`config.mk`:
```
export PLATFORM = sky130hd
export DESIGN_NAME = pong_vga_renderer
export DESIGN_NICKNAME = d
export VERILOG_FILES = /design/src/rtl/pong_vga_renderer.sv
export SDC_FILE = /design/constraint.sdc
export NUM_CORES = 1
export LEC_CHECK = 0
export CAP_MARGIN = 40
export CORE_ASPECT_RATIO = 1.75
export CORE_MARGIN = 1.5
export CORE_UTILIZATION = 58
export DETAILED_ROUTE_END_ITERATION = 10
export DONT_BUFFER_PORTS = 1
export PLACE_DENSITY = 0.74
export SKIP_CTS_REPAIR_TIMING = 1
export SLEW_MARGIN = 30
export SYNTH_ARGS = -nofsm -noshare
export SYNTH_HDL_FRONTEND = slang
export SYNTH_SLANG_ARGS = --single-unit
```
`constraint.sdc`:
```
create_clock -name clk -period 3.35 [get_ports clk]
set_input_delay 0.8375 -clock clk [delete_from_list [all_inputs] [get_ports clk]]
set_output_delay 0.8375 -clock clk [all_outputs]
set_load 0.01 [all_outputs]
```
`src/rtl/pong_vga_renderer.sv`:
```
// Pong VGA pixel path with built-in sync counters, per-frame shadowed game state
// and one aligned output register stage for colour, syncs and frame strobe.
module pong_vga_renderer #(
   parameter int H_ACTIVE   = 640,
   parameter int H_FP       = 24,
   parameter int H_SYNC     = 40,
   parameter int H_BP       = 128,
   parameter int V_ACTIVE   = 480,
   parameter int V_FP       = 9,
   parameter int V_SYNC     = 3,
   parameter int V_BP       = 28,
   parameter int COORD_W    = 4,
   parameter int CELL_SHIFT = 4,
   parameter int BG_FRAMES  = 64,
   parameter int MIRROR     = 1
) (
   input  logic                    clk,
   input  logic                    reset,
   input  logic [COORD_W-1:0]      ball_x,
   input  logic [COORD_W-1:0]      ball_y,
   input  logic [(2**COORD_W)-1:0] lpaddle,
   input  logic [(2**COORD_W)-1:0] rpaddle,
   output logic                    hsync,
   output logic                    vsync,
   output logic [5:0]              rrggbb,
   output logic                    frame_start
);

   localparam int H_TOTAL = H_ACTIVE + H_FP + H_SYNC + H_BP;
   localparam int V_TOTAL = V_ACTIVE + V_FP + V_SYNC + V_BP;
   localparam int PFB     = COORD_W + CELL_SHIFT;
   localparam int HW      = ($clog2(H_TOTAL + 1) > PFB) ? $clog2(H_TOTAL + 1) : PFB;
   localparam int VW      = ($clog2(V_TOTAL + 1) > PFB) ? $clog2(V_TOTAL + 1) : PFB;
   localparam int GRID    = 2 ** COORD_W;
   localparam int FCW     = (BG_FRAMES > 1) ? $clog2(BG_FRAMES) : 1;

   localparam logic [HW-1:0]      H_LAST  = HW'(H_TOTAL - 1);
   localparam logic [HW-1:0]      H_ACT   = HW'(H_ACTIVE);
   localparam logic [HW-1:0]      HS_BEG  = HW'(H_ACTIVE + H_FP);
   localparam logic [HW-1:0]      HS_END  = HW'(H_ACTIVE + H_FP + H_SYNC);
   localparam logic [VW-1:0]      V_LAST  = VW'(V_TOTAL - 1);
   localparam logic [VW-1:0]      V_ACT   = VW'(V_ACTIVE);
   localparam logic [VW-1:0]      VS_BEG  = VW'(V_ACTIVE + V_FP);
   localparam logic [VW-1:0]      VS_END  = VW'(V_ACTIVE + V_FP + V_SYNC);
   localparam logic [FCW-1:0]     FC_LAST = FCW'(BG_FRAMES - 1);
   localparam logic [COORD_W-1:0] LCOL    = (MIRROR != 0) ? '1 : '0;
   localparam logic [COORD_W-1:0] RCOL    = (MIRROR != 0) ? '0 : '1;

   logic [HW-1:0]      h;
   logic [VW-1:0]      v;
   logic [COORD_W-1:0] sb_x, sb_y;
   logic [GRID-1:0]    sl, sr;
   logic [FCW-1:0]     fc;
   logic [2:0]         bg;

   logic               latch, active, in_pf, hit, hs_n, vs_n;
   logic [COORD_W-1:0] cx, cy;
   logic [5:0]         pix_rgb;

   always_comb begin
      latch   = (h == '0) && (v == V_ACT);
      active  = (h < H_ACT) && (v < V_ACT);
      in_pf   = ((h >> PFB) == '0) && ((v >> PFB) == '0);
      cx      = h[CELL_SHIFT +: COORD_W];
      cy      = v[CELL_SHIFT +: COORD_W];
      hit     = ((cx == sb_x) && (cy == sb_y)) ||
                ((cx == LCOL) && sl[cy]) ||
                ((cx == RCOL) && sr[cy]);
      hs_n    = !((h >= HS_BEG) && (h < HS_END));
      vs_n    = !((v >= VS_BEG) && (v < VS_END));
      pix_rgb = '0;
      if (active) begin
         if (in_pf && hit) pix_rgb = '1;
         else              pix_rgb = {bg[2], 1'b0, bg[1], 1'b0, bg[0], 1'b0};
      end
   end

   always_ff @(posedge clk) begin
      if (reset) begin
         h           <= '0;
         v           <= '0;
         sb_x        <= '0;
         sb_y        <= '0;
         sl          <= '0;
         sr          <= '0;
         fc          <= '0;
         bg          <= '0;
         hsync       <= 1'b1;
         vsync       <= 1'b1;
         rrggbb      <= '0;
         frame_start <= 1'b0;
      end else begin
         if (h == H_LAST) begin
            h <= '0;
            v <= (v == V_LAST) ? '0 : v + 1'b1;
         end else begin
            h <= h + 1'b1;
         end
         // Latch happens in blanking, so the new state and colour start on line 0.
         if (latch) begin
            sb_x <= ball_x;
            sb_y <= ball_y;
            sl   <= lpaddle;
            sr   <= rpaddle;
            if (fc == FC_LAST) begin
               fc <= '0;
               bg <= bg + 1'b1;
            end else begin
               fc <= fc + 1'b1;
            end
         end
         hsync       <= hs_n;
         vsync       <= vs_n;
         rrggbb      <= pix_rgb;
         frame_start <= latch;
      end
   end

endmodule

```
## Yosys cells after proc, flatten, opt, wreduce, memory -nomap -nowiden

Cells that the tools add are included.

| word-level totals | value |
|---|---|
| input bits | 42 |
| bits in writable memories | 0 |
| logic and storage cells | 58 |
| register bits after elaboration | 78 |
| output and inout bits | 9 |
| latch bits | 0 |
| ROM bits | 0 |
| memories | 0 |

| operators by class | value |
|---|---|
| divide/modulo/power cells | 0 |
| equality and inequality tests | 7 |
| mux-type cells | 7 |
| magnitude comparators | 7 |
| reduce and logical (&&, ||, !) cells | 20 |
| shift-type cells | 0 |
| $add $sub $neg | 4 |
| multipliers | 0 |
| bitwise logic cells | 1 |

Operators by type and width:

| kind | count |
|---|---|
| $logic_not 10->1 | 3 |
| $add 10x1->10 const B | 2 |
| $eq 10x10->1 const B | 2 |
| $lt 10x10->1 const B | 2 |
| $lt 10x9->1 const B | 2 |
| $mux 6 | 2 |
| $eq 10x9->1 const B | 1 |
| $ge 10x10->1 const B | 1 |
| $ge 10x9->1 const B | 1 |
| $mux 10 | 1 |
| $logic_and 1x1->1 | 9 |
| $bmux 1 s4 | 2 |
| $eq 4x4->1 | 2 |
| $add 6x1->6 const B | 1 |
| $eq 6x6->1 const B | 1 |
| $lt 4x5->1 const B | 1 |
| $eq 4x4->1 const B | 1 |
| $logic_not 4->1 | 1 |
| $reduce_or 2->1 | 2 |
| $add 3x1->3 const B | 1 |
| $logic_not 1->1 | 2 |
| $logic_or 1x1->1 | 2 |
| $mux 1 | 2 |
| $reduce_and 2->1 | 1 |
| $not 1->1 | 1 |

## Longest topological paths before layout

Gate-level depths: netlist of the first run.

| logic depth | value |
|---|---|
| depth in word-level cells | 7 |
| gate-level depth with buffers | 9 |
| mapped depth without buffers | 7 |

## Worst setup path after synthesis of the first run

OpenSTA, ideal clock, no wires.

| timing path | value |
|---|---|
| path kind | register -> register |
| from | reg v[4] |
| to | reg rrggbb[1] |
| buffers on the path | 1 |
| arrival | 1.675 ns |
| clock period less this slack | 1.808 ns |
| library setup time | 0.133 ns |
| stages on the path, launching flop included | 7 |
| slack | 1.542 ns |
| data required time | 3.217 ns |
| cells stage by stage | dfxtp_1 buf_2 mux4_2 mux2i_1 o22ai_1 o41ai_2 nand2_1 |

| between the ends | value |
|---|---|
| cells in the longest elaborated chain, start to end | 7 |
| elaborated cells on any way between the ends | 16 |
| classes of those cells | order compare: 1; eq/ne: 1; mux: 5; bitwise: 1; reduce/logical: 8 |

Ends and longest elaborated chain:

| what | RTL line | text |
|---|---|---|
| from (decl) | 50 | `logic [VW-1:0] v;` |
| from (signal assigned) | 95 | `v <= (v == V_LAST) ? '0 : v + 1'b1;` |
| $bmux 1 s4 | 67 | `((cx == LCOL) && sl[cy]) \|\|` |
| $mux 1 (not written as such) | 67 |  |
| $logic_and 1x1->1 | 67 |  |
| $logic_or 1x1->1 | 66 | `hit = ((cx == sb_x) && (cy == sb_y)) \|\|` |
| $logic_or 1x1->1 | 67 |  |
| $logic_and 1x1->1 | 73 | `if (in_pf && hit) pix_rgb = '1;` |
| $mux 6 | 73 |  |
| to (signal assigned) | 114 | `rrggbb <= pix_rgb;` |
| to (decl) | 25 | `output logic [5:0] rrggbb,` |

Parallel ways exist; a longest one is shown, timed or not. The select of a mux whose other input is x is not followed.
A chain may end at the register's enable or synchronous reset.

## Final worst setup path of the first run

Ends and elaborated chain as after synthesis.

==> impl_metrics.tcl, run 1 <==
set metrics [dict create \
    dp_slack_ns 0.9635 \
    utilization_pct 62.86 \
    insertedDiodeCount 0 \
    cts_inserted_buffers 9 \
    synth-seq-area-share_pct 43.38 \
    slew_viol_final 0 \
    cp_cell_sequence "mux4_2 -> mux2i_1 -> o22ai_1 -> o41ai_2 -> nand2_1" \
    hold_violations 0 \
    synthCells 417 \
    min_period_ns 2.406 \
    slowest_stage "sky130_fd_sc_hd__dfxtp_1" \
    synth-main-ff-cell "sky130_fd_sc_hd__dfxtp_1" \
    layout_cell_share_with_drive_strength_beyond_1_pct 8.395 \
    power.net_switching_w 0.0003498 \
    final_cell_mix "sky130_fd_sc_hd__nand2_1 (97), sky130_fd_sc_hd__dfxtp_1 (76), sky130_fd_sc_hd__a21oi_1 (49)" \
    gpl_congestion 0.8902 \
    worst_clock_skew_ns 0.007508 \
    comb_power_share_pct 1.6 \
    critPathMaxFanout 15 \
    path_buf_inv 0 \
    stdcell_area_um2 3696 \
    final_cycle_share_pct 71.83 \
    synthesis.yosys.warnings 0 \
    final-seq-area_um2 1521 \
    fraction_of_registers_with_async_set_reset_pct 0 \
    switching_share_pct 20.50 \
    timing_worst_setup_path_type "register to register" \
    maxCapViolCount 0 \
    fmax_ghz 0.4156 \
    mappedNetlistNets 467 \
    timing.hold.worst.start "sr[11]" \
    power.ir.vdd_worst_mv 0.3795 \
    startpoint "v[4]" \
    critical-path-top-delay-family "multiplexers" \
    cellInternalPower_w 0.001356 \
    fin_total_pwr_w 0.001706 \
    leakagePower_nw 1.259 \
    layout.cells.most_common "sky130_fd_sc_hd__nand2_1" \
    postRouteWirelength_um 7196 \
    track_usage_pct 24.92 \
    pin_count_of_the_biggest_net_entering_global_routing 58 \
    core_ar_um2 5879 \
    syn-cell-area_um2 3507 \
    rsz_0062_raised_after_global_routing "no" \
    slew-limit-headroom_pct 58.36 \
    numClockSinks 76 \
    synth.ff_latch_count 76 \
    grt_antenna_before_repair 0 \
    layout_setup_ws_ns 0.9438 \
    setup_violations 0 \
    antenna_violating_nets_post_route 0 \
    grt_overflow 0 \
    worstReg2RegStart "v[4]" \
    via_count 2731 \
    cp_data_required_time_ns 3.57 \
    clockRootBuffer "sky130_fd_sc_hd__clkbuf_8" \
    hp-class "register to register" \
    clk_transition_reported_paths_ns 0.08 \
    synth_edf_count 0 \
    initial_utilization_pct 59.65 \
    detailed_route_wire_length_per_cell_um 14.90 \
    nets_final 450 \
    slowest_delay_ns 0.72 \
    route.detailed.vias_per_inst 5.654 \
    drt_iter0_markers 148 \
    power_frac_clock_pct 44.8 \
    fillers 561 \
    yosysUniqueCellTypes 49 \
    powerDensity_nw_per_um2 461.6 \
    pin_count 51 \
    critPathArrivalTime_ns 2.63 \
    post_dp_cell_area_um2 3480 \
    tritoncts_clock_tree "built" \
    worstSetupStartpointType "register" \
    die_area_um2 6540 \
    clock_tree.buffer_depth 2 \
    drt_drc_violations_left 0 \
    tns_ns 0 \
    first_pass_iters 5 \
    htree_levels 3 \
    grt_pass1_vias 2604 \
    insertion_delay_ns 0.36 \
    core.rowCount 37 \
    seq_power_share_pct 53.6 \
    grt_first_pass_wirelength_um 12050 \
    tightest_slew_ns 0.6238 \
    synthToLayoutAreaGrowth_pct 5.387 \
    buffer_ports.inserted 0 \
    status "completed" \
    multi_input_comb_area_um2 1808 \
    fp.dieW_um 61.78 \
    synth_area_per_cell_um2 8.410 \
    die_h_um 105.9 \
    hpwl_after_dpl_um 5140 \
    type_of_element_capturing_the_critical_path "register" \
]
-- synthesized netlist by cell type, types with 2 or more instances --
master | instances | area share [%]
sky130_fd_sc_hd__mux2_2 | 5 | 1.6
sky130_fd_sc_hd__and4_1 | 2 | 0.50
sky130_fd_sc_hd__inv_1 | 8 | 0.86
sky130_fd_sc_hd__mux4_2 | 4 | 2.6
sky130_fd_sc_hd__buf_4 | 2 | 0.43
sky130_fd_sc_hd__o21ai_0 | 9 | 1.3
sky130_fd_sc_hd__a211oi_1 | 2 | 0.43
sky130_fd_sc_hd__nand2_1 | 97 | 10
sky130_fd_sc_hd__clkbuf_1 | 15 | 1.6
sky130_fd_sc_hd__nor3_1 | 10 | 1.4
sky130_fd_sc_hd__a21oi_1 | 49 | 7.0
sky130_fd_sc_hd__nor4b_1 | 3 | 0.75
sky130_fd_sc_hd__ha_1 | 8 | 2.9
sky130_fd_sc_hd__xor2_1 | 8 | 2.0
sky130_fd_sc_hd__nand4_1 | 7 | 1.2
sky130_fd_sc_hd__nor2_1 | 23 | 2.5
sky130_fd_sc_hd__and2_1 | 6 | 1.1
sky130_fd_sc_hd__xnor2_1 | 16 | 4.0
sky130_fd_sc_hd__o22ai_1 | 3 | 0.54
sky130_fd_sc_hd__buf_2 | 13 | 1.9
sky130_fd_sc_hd__and3_1 | 3 | 0.54
sky130_fd_sc_hd__or3_1 | 6 | 1.1
sky130_fd_sc_hd__and4b_1 | 2 | 0.57
sky130_fd_sc_hd__mux2i_1 | 4 | 1.1
sky130_fd_sc_hd__dfxtp_1 | 76 | 43
sky130_fd_sc_hd__nor2b_1 | 2 | 0.36
sky130_fd_sc_hd__nand2b_1 | 3 | 0.54
sky130_fd_sc_hd__nand3_1 | 9 | 1.3
sky130_fd_sc_hd__nor4_1 | 2 | 0.36
-- through the flow --
step / hold slack, ns / cells
after floorplan: 0.4273 / 417
after global placement: 0.4324 / 467
after detailed placement: 0.4375 / 467
after CTS: 0.4486 / 483
after global routing: 0.4617 / 483
final: 0.4445 / 483
-- sequential cells by signal (all words and copies together) (netlist names) --
| signal | flops |
|---|---|
| frame_start | 1 |
| bg | 3 |
| sb_x | 4 |
| vsync | 1 |
| h | 10 |
| rrggbb | 4 |
| sr | 16 |
| sl | 16 |
| sb_y | 4 |
| v | 10 |
| hsync | 1 |
| fc | 6 |
-- power groups by stage --
stage	logic, W	clock network [W]	registers (W)
5_1_grt	0.0000298	0.000819	0.000917
3_5_place_dp	0.0000266	0	0.000936
2_1_floorplan	0.0000329	0	0.000934
4_1_cts	0.0000266	0.000777	0.000915
3_3_place_gp	0.0000257	0	0.000936
6_report	0.0000265	0.000765	0.000915
-- final cells by class --
type,count,share of cell area [%]
Clock buffer,11,3.825
Clock inverter,5,2.031
Inverter,8,0.8125
Multi-Input combinational cell,302,48.92
Sequential cell,76,41.16
Tap cell,78,2.640
Timing Repair Buffer,3,0.6093
-- worst paths after layout --
kind / endpoint / slack, ns / cells past startpoint
setup / recovery: rrggbb[1] / 0.94 / 5
hold reg to reg: sr[11] / 0.44 / 2
hold / removal: sr[11] / 0.44 / 2
setup reg to reg: rrggbb[1] / 0.94 / 5
-- worst reg2reg max path, stage by stage (launching register included) --
cell and delay, ns:
sky130_fd_sc_hd__dfxtp_1 0.72, sky130_fd_sc_hd__mux4_2 0.58, sky130_fd_sc_hd__mux2i_1 0.19, sky130_fd_sc_hd__o22ai_1 0.11, sky130_fd_sc_hd__o41ai_2 0.57, sky130_fd_sc_hd__nand2_1 0.10
-- metal layers --
layer  vias up  global-route usage, %  routed length (um)  share of wire, %
met5         -                      0                   0                 0
met4         0                  14.44                 299               4.2
met3        20                  5.276                 240               3.3
met2        65                  41.20                3803                53
met1      1271                  27.94                2853                40
li1       1375                      -                   -                 -
-- cells by family (layout without fill, tap and decap cells) --
group	after synthesis	count (layout)	synth area share [%]
xor+xnor	24	24	5.994
simple gates	186	186	26.04
mux	13	13	5.316
fa+ha+maj	8	8	2.854
compound gates	71	71	11.35
buf+inv	39	27	5.066
flops	76	76	43.38
Power figures use the tool's default switching activity.
==> run 2: changes to the inputs <==
--- a/config.mk
+++ b/config.mk
@@ -8,10 +8,10 @@
 export CAP_MARGIN = 40
 export CORE_ASPECT_RATIO = 1.75
 export CORE_MARGIN = 1.5
-export CORE_UTILIZATION = 58
+export CORE_UTILIZATION = 57
 export DETAILED_ROUTE_END_ITERATION = 10
 export DONT_BUFFER_PORTS = 1
-export PLACE_DENSITY = 0.74
+export PLACE_DENSITY = 0.75
 export SKIP_CTS_REPAIR_TIMING = 1
 export SLEW_MARGIN = 30
 export SYNTH_ARGS = -nofsm -noshare
==> constraint.sdc (replaced) <==
create_clock -name clk -period 2.05 [get_ports clk]
set_input_delay 0.5125 -clock clk [delete_from_list [all_inputs] [get_ports clk]]
set_output_delay 0.5125 -clock clk [all_outputs]
set_load 0.01 [all_outputs]
==> impl_metrics.tcl, run 2 (same netlist as run 1, synthesis figures left out) <==
set metrics [dict create \
    initial_utilization_pct 59.18 \
    cellInternalPower_w 0.001911 \
    tritoncts_clock_tree "built" \
    grt_overflow 0 \
    switching_share_pct 21.22 \
    drt_iter0_markers 122 \
    slew-limit-headroom_pct 68.93 \
    final_cycle_share_pct 93.18 \
    grt_first_pass_wirelength_um 12200 \
    hold_violations 0 \
    clock_tree.buffer_depth 2 \
    timing.hold.worst.start "reset" \
    layout.cells.most_common "sky130_fd_sc_hd__nand2_1" \
    insertedDiodeCount 0 \
    tightest_slew_ns 0.4596 \
    fmax_ghz 0.5235 \
    timing.hold.worst_path_depth 1 \
    gpl_congestion 0.8740 \
    leakagePower_nw 1.284 \
    worst_clock_skew_ns 0.008894 \
    largestRegisters "sl: 16 flops, sr: 16 flops" \
    slew_viol_final 0 \
    route.detailed.vias_per_inst 5.685 \
    hold_path_end "h[2]" \
    buffer_ports.inserted 0 \
    cp_data_required_time_ns 2.30 \
    final_cell_mix "sky130_fd_sc_hd__nand2_1 (97), sky130_fd_sc_hd__dfxtp_1 (74), sky130_fd_sc_hd__a21oi_1 (49)" \
    die_area_um2 6651 \
    clockRootBuffer "sky130_fd_sc_hd__clkbuf_8" \
    core.rowCount 37 \
    pin_count_of_the_biggest_net_entering_global_routing 58 \
    grt_pass1_vias 2700 \
    status "completed" \
    synthToLayoutAreaGrowth_pct 6.315 \
    maxCapViolCount 0 \
    clk_transition_reported_paths_ns 0.07 \
    pin_count 51 \
    r2r_slack_ns 0.14 \
    hp-class "primary input to register" \
    worst_r2r_path_depth 6 \
    power_frac_clock_pct 36.4 \
    drt_drc_violations_left 0 \
    comb_power_share_pct 1.9 \
    powerDensity_nw_per_um2 650.4 \
    postRouteWirelength_um 7254 \
    seq_power_share_pct 61.7 \
    cts_inserted_buffers 9 \
    grt_antenna_before_repair 0 \
    core_ar_um2 5926 \
    layout_cell_share_with_drive_strength_beyond_1_pct 10.46 \
    type_of_element_capturing_the_critical_path "register" \
    numClockSinks 76 \
    worstSetupStartpointType "register" \
    track_usage_pct 23.60 \
    timing_worst_setup_path_type "register to register" \
    nets_final 461 \
    critPathArrivalTime_ns 2.16 \
    min_period_ns 1.910 \
    regToRegEndpoint "rrggbb[1]" \
    die_h_um 106.8 \
    antenna_violating_nets_post_route 0 \
    hpwl_after_dpl_um 5291 \
    power.ir.vdd_worst_mv 0.5684 \
    via_count 2780 \
    fp.dieW_um 62.30 \
    insertion_delay_ns 0.35 \
    first_pass_iters 4 \
    power.net_switching_w 0.0005146 \
    timing.hold.ws_ns 0.2226 \
    setup_violations 0 \
    tns_ns 0 \
    critPathMaxFanout 6 \
    worstReg2RegStart "v[4]" \
    rsz_0062_raised_after_global_routing "no" \
    detailed_route_wire_length_per_cell_um 14.83 \
    htree_levels 3 \
]
-- run 2: cell types whose count changed in the layout (fill, tap and decap cells not counted) --
cell and delta:
sky130_fd_sc_hd__clkbuf_8 -1, sky130_fd_sc_hd__dfxtp_1 -2, sky130_fd_sc_hd__dfxtp_2 +2, sky130_fd_sc_hd__buf_12 +2, sky130_fd_sc_hd__nor4bb_1 -1, sky130_fd_sc_hd__bufinv_16 -2, sky130_fd_sc_hd__buf_4 +9, sky130_fd_sc_hd__clkinv_2 -2
sky130_fd_sc_hd__nor4bb_2 +1
-- run 2: through the flow --
| stage | util (%) | instance area, um2 | std cells | worst slack [ns] | power (W) |
|---|---|---|---|---|---|
| 2_1_floorplan | - | 3507 | 417 | 0.2420 | 0.001581 |
| 3_3_place_gp | 60.54 | 3587 | 478 | 0.09247 | 0.001574 |
| 3_5_place_dp | 60.54 | 3587 | 478 | 0.03881 | 0.001575 |
| 4_1_cts | 62.77 | 3720 | 489 | 0.02365 | 0.002448 |
| 5_1_grt | 62.92 | 3729 | 489 | 0.01110 | 0.002501 |
| 6_report | 62.92 | 3729 | 489 | 0.1398 | 0.002425 |
-- run 2: critical path: stages (launching register included) --
cell and delay [ns]:
sky130_fd_sc_hd__dfxtp_2 0.42, sky130_fd_sc_hd__mux4_2 0.51, sky130_fd_sc_hd__mux2i_1 0.16, sky130_fd_sc_hd__o22ai_1 0.11
sky130_fd_sc_hd__o41ai_2 0.36, sky130_fd_sc_hd__buf_4 0.19, sky130_fd_sc_hd__nand2_1 0.05
-- run 2: layout make-up --
class	instances	area, um2
Clock buffer	10	127.6
Clock inverter	1	5.005
Fill cell	543	2197
Inverter	8	30.03
Multi-Input combinational cell	302	1814
Sequential cell	76	1524
Tap cell	78	97.59
Timing Repair Buffer	14	130.1
-- run 2: worst max path at each step --
stage                     start         to  slack [ns]  cells past startpoint
after floorplan            v[4]  rrggbb[1]        0.24                      6
final                      v[4]  rrggbb[1]        0.14                      6
after global routing       v[0]      bg[2]        0.01                      7
after global placement     v[4]  rrggbb[3]        0.09                      6
after CTS                  v[4]  rrggbb[1]        0.02                      6
after detailed placement   v[4]  rrggbb[1]        0.04                      6
-- run 2: metal layers --
layer  global-route usage, %  share of wire, %  up-vias
li1                        -                 -     1396
met1                   23.87                39     1300
met2                   44.18                54       63
met3                   4.617               3.7       21
met4                   14.13               3.2        0
met5                       0                 0        -
-- run 2: power by group through the flow --
stage                     Clock (W)  Combinational (W)  Sequential (W)
final                      0.000883          0.0000455         0.00150
after floorplan                   0          0.0000538         0.00153
after global placement            0          0.0000435         0.00153
after detailed placement          0          0.0000444         0.00153
after CTS                  0.000907          0.0000445         0.00150
after global routing       0.000952          0.0000517         0.00150
